### src/rtl/uart_link_pkg.sv
// Shared types and constants for the UART link peer: byte-level FSM states
// and the oversampling tick positions used by both directions.
package uart_link_pkg;
    typedef enum logic [1:0] {IDLE, START, DATA, STOP} byte_fsm_t;

    localparam int OS_RATE     = 16;
    localparam int FRAME_BYTES = 16;
    localparam int WORD_BYTES  = 2;

    localparam logic [3:0] START_SAMPLE = 4'd7;
    localparam logic [3:0] LAST_TICK    = 4'd15;
endpackage

### src/rtl/uart_link_peer_rx_byte.sv
// Serial receiver for one byte: rx synchroniser plus the oversampled
// start/data/stop state machine, advanced only on shared baud ticks.
module uart_rx_byte
    import uart_link_pkg::*;
#(
    parameter int SYNC_STAGES = 2
) (
    input  logic       clk,
    input  logic       rst,
    input  logic       tick,
    input  logic       rx,
    output logic [7:0] byte_data,
    output logic       byte_done,
    output logic       stop_err,
    output logic       start_det,
    output logic       fsm_idle
);
    logic [SYNC_STAGES-1:0] sync;
    logic                   rx_s;
    byte_fsm_t              state;
    logic [3:0]             tick_cnt;
    logic [2:0]             bit_idx;

    assign rx_s      = sync[SYNC_STAGES-1];
    assign fsm_idle  = (state == IDLE);
    assign start_det = fsm_idle && tick && !rx_s;

    always_ff @(posedge clk or posedge rst) begin
        if (rst) sync <= '1;
        else     sync <= {sync[SYNC_STAGES-2:0], rx};
    end

    always_ff @(posedge clk or posedge rst) begin
        if (rst) begin
            state     <= IDLE;
            tick_cnt  <= '0;
            bit_idx   <= '0;
            byte_data <= '0;
            byte_done <= 1'b0;
            stop_err  <= 1'b0;
        end else begin
            byte_done <= 1'b0;
            stop_err  <= 1'b0;
            if (tick) begin
                case (state)
                    IDLE: if (!rx_s) begin
                        state    <= START;
                        tick_cnt <= '0;
                    end
                    // A start bit that is high again at mid-bit is a glitch.
                    START: if (tick_cnt == START_SAMPLE) begin
                        tick_cnt <= '0;
                        bit_idx  <= '0;
                        state    <= rx_s ? IDLE : DATA;
                    end else begin
                        tick_cnt <= tick_cnt + 4'd1;
                    end
                    DATA: begin
                        tick_cnt <= tick_cnt + 4'd1;
                        if (tick_cnt == LAST_TICK) begin
                            byte_data[bit_idx] <= rx_s;
                            bit_idx            <= bit_idx + 3'd1;
                            if (bit_idx == 3'd7) state <= STOP;
                        end
                    end
                    STOP: begin
                        tick_cnt <= tick_cnt + 4'd1;
                        if (tick_cnt == LAST_TICK) begin
                            byte_done <= rx_s;
                            stop_err  <= !rx_s;
                            state     <= IDLE;
                        end
                    end
                    default: state <= IDLE;
                endcase
            end
        end
    end
endmodule

### src/rtl/uart_link_peer.sv
// Far-end UART endpoint: assembles 16-byte received frames into one word and
// serialises 16-bit words low byte first, using its own oversampled baud tick.
module uart_link_peer
    import uart_link_pkg::*;
#(
    parameter int TIMEOUT_BITS = 32,
    parameter int SYNC_STAGES  = 2
) (
    input  logic                     clk,
    input  logic                     rst,
    input  logic [15:0]              baud_divisor,
    input  logic                     rx,
    output logic                     tx,
    output logic [8*FRAME_BYTES-1:0] frame_data,
    output logic                     frame_valid,
    input  logic                     frame_ready,
    input  logic [8*WORD_BYTES-1:0]  word_data,
    input  logic                     word_valid,
    output logic                     word_ready,
    output logic                     frame_err,
    output logic                     overrun,
    output logic                     rx_busy
);
    localparam int TO_TICKS = TIMEOUT_BITS * OS_RATE;
    localparam int TO_W     = $clog2(TO_TICKS + 1);
    localparam int SEL_W    = (WORD_BYTES > 1) ? $clog2(WORD_BYTES) : 1;
    localparam logic [SEL_W-1:0] LAST_SEL = SEL_W'(WORD_BYTES - 1);

    logic [15:0] div_cnt;
    logic [15:0] div_cur;
    logic        tick;

    // The divisor is sampled at each wrap so a change never shortens a tick.
    assign tick = (div_cnt >= div_cur);

    always_ff @(posedge clk or posedge rst) begin
        if (rst) begin
            div_cnt <= '0;
            div_cur <= '0;
        end else if (tick) begin
            div_cnt <= '0;
            div_cur <= baud_divisor;
        end else begin
            div_cnt <= div_cnt + 16'd1;
        end
    end

    logic [7:0] rx_byte;
    logic       byte_done;
    logic       stop_err;
    logic       start_det;
    logic       rx_idle;

    uart_rx_byte #(.SYNC_STAGES(SYNC_STAGES)) u_rx (
        .clk       (clk),
        .rst       (rst),
        .tick      (tick),
        .rx        (rx),
        .byte_data (rx_byte),
        .byte_done (byte_done),
        .stop_err  (stop_err),
        .start_det (start_det),
        .fsm_idle  (rx_idle)
    );

    logic [3:0]                     byte_cnt;
    logic [8*(FRAME_BYTES-1)-1:0]   assembly;
    logic [TO_W-1:0]                to_cnt;
    logic                           to_counting;
    logic                           to_fire;

    assign rx_busy     = (byte_cnt != 4'd0);
    assign to_counting = rx_busy && rx_idle && !start_det;
    assign to_fire     = to_counting && tick && (to_cnt == TO_W'(TO_TICKS - 1));

    always_ff @(posedge clk or posedge rst) begin
        if (rst) begin
            byte_cnt    <= '0;
            assembly    <= '0;
            frame_data  <= '0;
            frame_valid <= 1'b0;
            frame_err   <= 1'b0;
            overrun     <= 1'b0;
            to_cnt      <= '0;
        end else begin
            frame_err <= 1'b0;
            overrun   <= 1'b0;
            if (frame_valid && frame_ready) frame_valid <= 1'b0;

            if (byte_done) begin
                if (byte_cnt == 4'(FRAME_BYTES - 1)) begin
                    byte_cnt <= '0;
                    // Acceptance in this same cycle frees the output for the new frame.
                    if (!frame_valid || frame_ready) begin
                        frame_data  <= {rx_byte, assembly};
                        frame_valid <= 1'b1;
                    end else begin
                        overrun <= 1'b1;
                    end
                end else begin
                    assembly[8*byte_cnt +: 8] <= rx_byte;
                    byte_cnt                  <= byte_cnt + 4'd1;
                end
            end else if (stop_err || to_fire) begin
                frame_err <= 1'b1;
                byte_cnt  <= '0;
            end

            if (!to_counting)  to_cnt <= '0;
            else if (to_fire)  to_cnt <= '0;
            else if (tick)     to_cnt <= to_cnt + 1'b1;
        end
    end

    byte_fsm_t                tx_state;
    logic [3:0]               tx_tick_cnt;
    logic [2:0]               tx_bit;
    logic [SEL_W-1:0]         tx_sel;
    logic [8*WORD_BYTES-1:0]  tx_word;
    logic [7:0]               tx_byte;

    assign tx_byte = tx_word[8*tx_sel +: 8];

    always_ff @(posedge clk or posedge rst) begin
        if (rst) begin
            tx_state    <= IDLE;
            tx_tick_cnt <= '0;
            tx_bit      <= '0;
            tx_sel      <= '0;
            tx_word     <= '0;
            tx          <= 1'b1;
            word_ready  <= 1'b1;
        end else begin
            case (tx_state)
                IDLE: if (word_valid && word_ready) begin
                    tx_word     <= word_data;
                    tx_sel      <= '0;
                    tx_tick_cnt <= '0;
                    tx          <= 1'b0;
                    word_ready  <= 1'b0;
                    tx_state    <= START;
                end
                START: if (tick) begin
                    tx_tick_cnt <= tx_tick_cnt + 4'd1;
                    if (tx_tick_cnt == LAST_TICK) begin
                        tx_bit   <= '0;
                        tx       <= tx_byte[0];
                        tx_state <= DATA;
                    end
                end
                DATA: if (tick) begin
                    tx_tick_cnt <= tx_tick_cnt + 4'd1;
                    if (tx_tick_cnt == LAST_TICK) begin
                        if (tx_bit == 3'd7) begin
                            tx       <= 1'b1;
                            tx_state <= STOP;
                        end else begin
                            tx_bit <= tx_bit + 3'd1;
                            tx     <= tx_byte[tx_bit + 3'd1];
                        end
                    end
                end
                // Bytes of one word go back to back with no idle gap.
                STOP: if (tick) begin
                    tx_tick_cnt <= tx_tick_cnt + 4'd1;
                    if (tx_tick_cnt == LAST_TICK) begin
                        if (tx_sel != LAST_SEL) begin
                            tx_sel   <= tx_sel + 1'b1;
                            tx       <= 1'b0;
                            tx_state <= START;
                        end else begin
                            word_ready <= 1'b1;
                            tx_state   <= IDLE;
                        end
                    end
                end
                default: tx_state <= IDLE;
            endcase
        end
    end
endmodule
### config.mk
export PLATFORM = sky130hd
export DESIGN_NAME = uart_link_peer
export DESIGN_NICKNAME = d
export VERILOG_FILES = /design/src/rtl/uart_link_pkg.sv /design/src/rtl/uart_link_peer_rx_byte.sv /design/src/rtl/uart_link_peer.sv
export SDC_FILE = /design/constraint.sdc
export NUM_CORES = 1
export LEC_CHECK = 0
export ABC_CLOCK_PERIOD_IN_PS = 12740
export CAP_MARGIN = 20
export CORE_UTILIZATION = 50
export CTS_BUF_LIST = sky130_fd_sc_hd__clkbuf_16
export DETAILED_ROUTE_END_ITERATION = 7
export PLACE_DENSITY_LB_ADDON = 0.25
export SLEW_MARGIN = 20
export SYNTH_ARGS = -nofsm -noshare
export SYNTH_HDL_FRONTEND = slang
export SYNTH_SLANG_ARGS = --single-unit
### constraint.sdc
create_clock -name clk -period 12.74 [get_ports clk]
set_input_delay 1.911 -clock clk [delete_from_list [all_inputs] [get_ports clk]]
set_output_delay 1.911 -clock clk [all_outputs]
set_load 0.01 [all_outputs]
==> impl_metrics.py, run 1 <==
metrics = {
    "floorplanning": {
        "initial_util_pct": 51.5,
        "ioPinCount": 171,
        "die-area_sq_um": 29700,
        "floorplan.die.height_um": 172,
        "placeableCoreArea_sq_um": 28200,
        "core.rowCount": 61,
        "die_width_um": 172,
    },
    "setup_path": {
        "worst_setup_path_end_kind": "primary output",
        "critPathSlowestCell": "sky130_fd_sc_hd__dfrtp_1",
        "worstPathCellList": "inv_1, ha_1, and3_1, inv_1, clkdlybuf4s50_1",
        "timing.rr.start": "byte_cnt[0]$_DFFE_PP0P_",
        "crit-reg2reg-capture": "frame_data[127]$_DFFE_PP0P_",
        "critical_path_class": "reg2out",
        "path_depth": 5,
        "worstSetupStartpointType": "flop",
        "arrival_ps": 2670,
        "setup.reg_to_reg.worst_slack_ps": 9230,
        "critPathTopFamily": "buffers and inverters",
        "cp_num_buf_inv": 3,
        "critical_path.max_stage_delay_ps": 710,
        "critical_path.endpoint": "rx_busy",
        "critPathLaunch": "byte_cnt[0]$_DFFE_PP0P_",
        "reg2regPathDepth": 5,
        "worst-endpoint-required_ps": 10830,
        "cell_seen_most_often_among_critical_path_stages": "sky130_fd_sc_hd__inv_1",
        "path_max_fanout": 19,
    },
    "clock_network": {
        "cts_tree": "done",
        "numClockSinks": 346,
        "cts_setup_buffers": 0,
        "postCtsHoldBufs": 0,
        "clockRootBuffer": "sky130_fd_sc_hd__clkbuf_16",
        "max-clock-path-buffers": 3,
        "clkTransAtPathRegs_ps": 60,
        "cts_htree_levels": 2,
        "cts_repair_resize_count": 0,
        "clock_insertion_delay_worst_skew_ps": 510,
        "cts_buffers": 36,
    },
    "power": {
        "vdd.ir_drop.worst_mv": 0.0808,
        "p_leak_nw": 8.20,
        "powerDensity_nw_per_um2": 118,
    },
    "worst_hold_path": {
        "hold_path_class": "reg2reg",
    },
    "yosys": {
        "post_synth_num_cell_types": 55,
        "synth-edff-count": 0,
        "yosys_most_used_dff": "sky130_fd_sc_hd__dfrtp_1",
        "netlist_top_cells_count": "sky130_fd_sc_hd__dfrtp_1 (342), sky130_fd_sc_hd__nand2_1 (228), sky130_fd_sc_hd__mux2_2 (165)",
        "syn_nets": 1329,
        "postSynthAreaPerCell_sq_um": 11.5,
        "synth-seq-area-share_pct": 59.7,
        "post_synth_inst_count": 1256,
        "async_reset_ff_share_pct": 100,
        "netlist_area_sq_um": 14500,
        "synth-warning-count": 0,
        "ys_seq_elements": 346,
        "synth.largest_area_cell": "sky130_fd_sc_hd__dfrtp_1",
        "post-synth-top-area-fraction_pct": 59.0,
        "yosys.cell_count.top_type": "sky130_fd_sc_hd__dfrtp_1",
        "ys_top_cells_by_area": "sky130_fd_sc_hd__dfrtp_1 (59%), sky130_fd_sc_hd__mux2_2 (13%), sky130_fd_sc_hd__nand2_1 (5.9%), sky130_fd_sc_hd__o21ai_0 (5.0%), sky130_fd_sc_hd__ha_1 (3.1%)",
    },
    "placed_design": {
        "post-dp-hpwl_um": 20500,
        "gpl.final_weighted_congestion": 0.809,
        "instance_area_at_placement_sq_um": 16500,
        "place.port_buffers": 170,
        "placed_cells_incl_taps": 1749,
    },
    "global_route": {
        "antenna_found_initial": 0,
        "vias_in_the_first_global_route": 9691,
        "global_route.overflow_total": 0,
        "maximum_number_of_pins_on_one_net_before_global_route_repair": 131,
        "grt_first_pass_wirelength_um": 50400,
        "track_usage_pct": 21.6,
    },
    "sta": {
        "setup_viol": 0,
        "period_utilization_post_route_pct": 36.0,
        "hold_slack_ps": 356,
        "grt_setup_unrepaired": "no",
        "clock_skew_ps": 19.8,
        "final.setup.tns_ps": 0,
        "timing.final.hold_violations": 0,
        "finalCriticalPeriod_ps": 4580,
        "fmax_mhz": 218,
        "headroom_to_the_max_slew_limit_pct": 33.1,
        "maxSlewViolCount": 0,
        "worst_slew_pin_slew_ps": 996,
    },
    "cells_and_area": {
        "final_net_count": 1482,
        "final-seq-area_sq_um": 8660,
        "area_of_combinational_cells_with_multiple_inputs_sq_um": 5460,
        "filler_cell_count": 2216,
        "instances_no_fill": 1814,
        "final_layout_size_suffix_gt1_share_pct": 16.8,
        "area_of_all_placed_cells_without_fillers_sq_um": 17500,
        "layout-area-overhead-vs-synth_pct": 20.9,
        "fin_util_pct": 62.3,
        "antenna-diode-count": 0,
    },
    "detailed_routing": {
        "first_iter_violations": 612,
        "first_drt_pass_iteration_count": 4,
        "detail_route.wl_per_cell_um": 16.7,
        "drtAntennaViolNets": 0,
        "detailroute.via_count": 9657,
        "drcViolationCount": 0,
        "vias_per_cell": 5.32,
        "routed_wl_um": 30400,
    },
    "status": {
        "status": "complete, no violations",
    },
    "run": {
        "max_cap_viol_count": 0,
    },
}
-- kinds of logic (layout without fill, tap and decap cells) --
family,Yosys count,in the layout,synth area share (%)
muxes,177,177,14.0
and+or+nand+nor,383,383,11.8
buffers and inverters,96,276,2.79
adders and majority gates,36,36,3.11
AOI/OAI and AO/OA,203,203,7.69
DFF,346,346,59.7
xor gates and xnor gates,15,15,0.906
-- per-layer routing --
metal  track usage [%]  wire length, um
met1              29.2            13400
met2              35.4            14700
met3              4.01             1530
met5                 0                0
met4              6.43              688
-- how the worst min path moves through the flow --
stage                                 from                endpoint  slack (ps)  cells after the start
floorplan           u_rx.sync[0]$_DFF_PP1_  u_rx.sync[1]$_DFF_PP1_         350                      0
global placement    u_rx.sync[0]$_DFF_PP1_  u_rx.sync[1]$_DFF_PP1_         350                      0
detailed placement  u_rx.sync[0]$_DFF_PP1_  u_rx.sync[1]$_DFF_PP1_         350                      0
CTS                 u_rx.sync[0]$_DFF_PP1_  u_rx.sync[1]$_DFF_PP1_         360                      0
global route        u_rx.sync[0]$_DFF_PP1_  u_rx.sync[1]$_DFF_PP1_         360                      0
finish              u_rx.sync[0]$_DFF_PP1_  u_rx.sync[1]$_DFF_PP1_         360                      0
-- stage by stage --
| stage | power [W] | setup WS, ps |
|---|---|---|
| 2_1_floorplan | 0.00114 | 1240 |
| 3_3_place_gp | 0.00116 | 8090 |
| 3_5_place_dp | 0.00116 | 8060 |
| 4_1_cts | 0.00210 | 8140 |
| 5_1_grt | 0.00215 | 7950 |
| 6_report | 0.00207 | 8160 |
-- flip-flops by register name (all words and copies together) (netlist names), 2 cells and up, named ones only --
name and cells:
to_cnt 10, div_cnt 16, tx_tick_cnt 4, frame_data 128
tx_word 16, div_cur 16, byte_cnt 4, tx_state 2
u_rx.bit_idx 3, assembly 120, u_rx.sync 2, u_rx.byte_data 8
tx_bit 3, u_rx.tick_cnt 4
-- cell usage in the layout (no fill, tap or decap), types with 36 or more instances in the layout --
cell                                n
sky130_fd_sc_hd__nand2_1          228
sky130_fd_sc_hd__o21ai_0          144
sky130_fd_sc_hd__ha_1              36
sky130_fd_sc_hd__dfrtp_1          342
sky130_fd_sc_hd__clkdlybuf4s50_1  170
sky130_fd_sc_hd__nand3_1           39
sky130_fd_sc_hd__mux2_2           165
sky130_fd_sc_hd__clkbuf_16         37
sky130_fd_sc_hd__inv_1             39
sky130_fd_sc_hd__nor2_1            40
-- where the power goes --
group          switching (W)   total, W  leakage [nW]  internal, W
clock               0.000412   0.000939         0.554     0.000527
combinational      0.0000233  0.0000340          2.94    0.0000108
sequential       0.000000529    0.00110          4.70      0.00110
total               0.000436    0.00207          8.20      0.00164
-- cell type report --
type,instances,share of cell area [%]
timing repair buffer,177,10.0
multi-input combinational,814,31.1
inverter,34,0.770
clock buffer,37,5.28
clock inverter,28,0.749
sequential,346,49.4
tap,378,2.70
(Power assumes the default switching activity.)
==> inputs of run 2 (changes only) <==
--- a/config.mk
+++ b/config.mk
@@ -5,7 +5,7 @@
 export SDC_FILE = /design/constraint.sdc
 export NUM_CORES = 1
 export LEC_CHECK = 0
-export ABC_CLOCK_PERIOD_IN_PS = 12740
+export ABC_CLOCK_PERIOD_IN_PS = 4210
 export CAP_MARGIN = 20
 export CORE_UTILIZATION = 50
 export CTS_BUF_LIST = sky130_fd_sc_hd__clkbuf_16
==> constraint.sdc (replaced) <==
create_clock -name clk -period 4.21 [get_ports clk]
set_input_delay 0.6315 -clock clk [delete_from_list [all_inputs] [get_ports clk]]
set_output_delay 0.6315 -clock clk [all_outputs]
set_load 0.01 [all_outputs]
==> run 2 against run 1 <==
Cell count is essentially flat; non-clock buffer count grew 4; wire length shrank 0.11%; sequential share of layout area shrank 0.52 points; combinational power grew to 3.2 times the previous value; hold slack lost 1.5 ps; largest power group unchanged; sequential cell count is the same; count of clock-buffer cells in the layout is the same.
==> impl_metrics.py, run 2 (synthesis gave the netlist of run 1 again) <==
metrics = {
    "status": {
        "status": "complete, no violations",
    },
    "cells_and_area": {
        "final_net_count": 1487,
        "mostFrequentLayoutCell": "sky130_fd_sc_hd__dfrtp_1",
        "mostFrequentLayoutCells": "sky130_fd_sc_hd__dfrtp_1 (342), sky130_fd_sc_hd__nand2_1 (228), sky130_fd_sc_hd__clkdlybuf4s50_1 (170)",
        "fin_util_pct": 62.9,
        "biggest_regs": "frame_data: 128 flops, assembly: 120 flops",
        "number_of_flip_flops_in_the_largest_register": 128,
        "layout-area-overhead-vs-synth_pct": 22.2,
        "regMostFlops": "frame_data",
        "filler_cell_count": 2163,
        "antenna-diode-count": 0,
        "final-seq-area_sq_um": 8660,
        "area_of_combinational_cells_with_multiple_inputs_sq_um": 5460,
        "final_layout_size_suffix_gt1_share_pct": 16.9,
    },
    "detailed_routing": {
        "detailroute.via_count": 9702,
        "drcViolationCount": 0,
        "detail_route.wl_per_cell_um": 16.7,
        "routed_wl_um": 30300,
        "first_drt_pass_iteration_count": 5,
        "vias_per_cell": 5.35,
        "drtAntennaViolNets": 0,
        "first_iter_violations": 637,
    },
    "run": {
        "max_cap_viol_count": 0,
    },
    "power": {
        "power.combinational.fraction_pct": 1.7,
        "internal_power_w": 0.00520,
        "switch_pwr_w": 0.00134,
        "clock_network_fraction_of_design_power_pct": 47.4,
        "p_leak_nw": 8.29,
        "powerDensity_nw_per_um2": 369,
        "power_frac_seq_pct": 50.9,
        "vdd.ir_drop.worst_mv": 0.232,
        "power_switching_share_pct": 20.4,
    },
    "floorplanning": {
        "initial_util_pct": 51.5,
        "core.rowCount": 61,
        "die_width_um": 172,
        "placeableCoreArea_sq_um": 28200,
        "ioPinCount": 171,
        "die-area_sq_um": 29700,
        "floorplan.die.height_um": 172,
    },
    "setup_path": {
        "critical_path_class": "reg2out",
        "worst_setup_path_end_kind": "primary output",
        "critPathLaunch": "byte_cnt[0]$_DFFE_PP0P_",
        "arrival_ps": 2690,
        "setup.reg_to_reg.worst_slack_ps": 990,
        "reg2regPathDepth": 6,
        "worstSetupStartpointType": "flop",
        "path_max_fanout": 19,
        "timing.rr.start": "byte_cnt[0]$_DFFE_PP0P_",
        "crit-reg2reg-capture": "assembly[113]$_DFFE_PP0P_",
        "worst-endpoint-required_ps": 3580,
    },
    "sta": {
        "hold_slack_ps": 355,
        "maxSlewViolCount": 0,
        "final.setup.tns_ps": 0,
        "worst_slew_pin_slew_ps": 817,
        "setup_viol": 0,
        "grt_setup_unrepaired": "no",
        "finalCriticalPeriod_ps": 3330,
        "fin_ws_ps": 884,
        "clock_skew_ps": 19.2,
        "period_utilization_post_route_pct": 79.0,
        "fmax_mhz": 301,
        "timing.final.hold_violations": 0,
        "headroom_to_the_max_slew_limit_pct": 45.4,
    },
    "clock_network": {
        "clockRootBuffer": "sky130_fd_sc_hd__clkbuf_16",
        "clkTransAtPathRegs_ps": 60,
        "cts_htree_levels": 2,
        "clock_insertion_delay_worst_skew_ps": 530,
        "max-clock-path-buffers": 3,
        "numClockSinks": 346,
        "cts_buffers": 37,
        "postCtsHoldBufs": 0,
        "cts_setup_buffers": 0,
        "cts_tree": "done",
        "cts_repair_resize_count": 0,
    },
    "worst_hold_path": {
        "hold_path_class": "reg2reg",
        "timing.hold.worst_endpoint": "u_rx.sync[1]$_DFF_PP1_",
        "holdCritStartpoint": "u_rx.sync[0]$_DFF_PP1_",
        "worstHoldPathCells": 0,
    },
    "placed_design": {
        "post-dp-hpwl_um": 20600,
        "gpl.final_weighted_congestion": 0.842,
        "place.port_buffers": 170,
        "dp_slack_ps": 1050,
    },
    "global_route": {
        "track_usage_pct": 21.5,
        "grt_first_pass_wirelength_um": 50300,
        "antenna_found_initial": 0,
        "global_route.overflow_total": 0,
        "maximum_number_of_pins_on_one_net_before_global_route_repair": 100,
        "vias_in_the_first_global_route": 9740,
    },
}
-- run 2: power groups by stage --
stage / clock (W) / sequential, W / combinational (W)
4_1_cts: 0.00317 / 0.00333 / 0.000114
5_1_grt: 0.00331 / 0.00333 / 0.000127
3_5_place_dp: 0 / 0.00339 / 0.000114
3_3_place_gp: 0 / 0.00339 / 0.000114
6_report: 0.00310 / 0.00333 / 0.000109
2_1_floorplan: 0 / 0.00339 / 0.0000535
-- run 2: cell type report --
type	instances	area share [%]
clock inverter	25	1.21
inverter	34	0.741
clock buffer	37	5.22
sequential	346	48.9
tap	378	2.67
multi-input combinational	814	30.8
timing repair buffer	181	10.5
-- run 2: worst max-delay path by stage --
stage | to | slack (ps) | cells after the start
floorplan | async pin | -1050 | 1
global placement | assembly[119]$_DFFE_PP0P_ | 1140 | 6
detailed placement | assembly[118]$_DFFE_PP0P_ | 1050 | 6
CTS | rx_busy | 910 | 5
global route | assembly[100]$_DFFE_PP0P_ | 750 | 6
finish | rx_busy | 880 | 5
-- run 2: worst max-delay path, stage by stage, from the launching register on --
cell and delay, ps:
sky130_fd_sc_hd__dfrtp_1 700, sky130_fd_sc_hd__inv_1 160, sky130_fd_sc_hd__ha_1 310, sky130_fd_sc_hd__and3_1 280, sky130_fd_sc_hd__inv_1 160, sky130_fd_sc_hd__clkdlybuf4s50_1 560
-- run 2: per-stage QoR --
stage / area, sq um / instances / total power, W
after CTS: 17700 / 1815 / 0.00661
after detailed placement: 16600 / 1753 / 0.00350
after floorplan: 14500 / 1256 / 0.00344
final: 17700 / 1815 / 0.00654
after global placement: 16600 / 1753 / 0.00350
after global routing: 17700 / 1815 / 0.00676
-- run 2: metal layers --
metal  part of all wire, %  wire length, um  GRT usage, %  vias up
met1                    45            13600          29.2     4779
met4                   2.2              669          6.00        0
met5                     0                0             0        -
met2                    47            14400          34.9      239
li1                      -                -             -     4631
met3                   5.3             1620          4.62       53
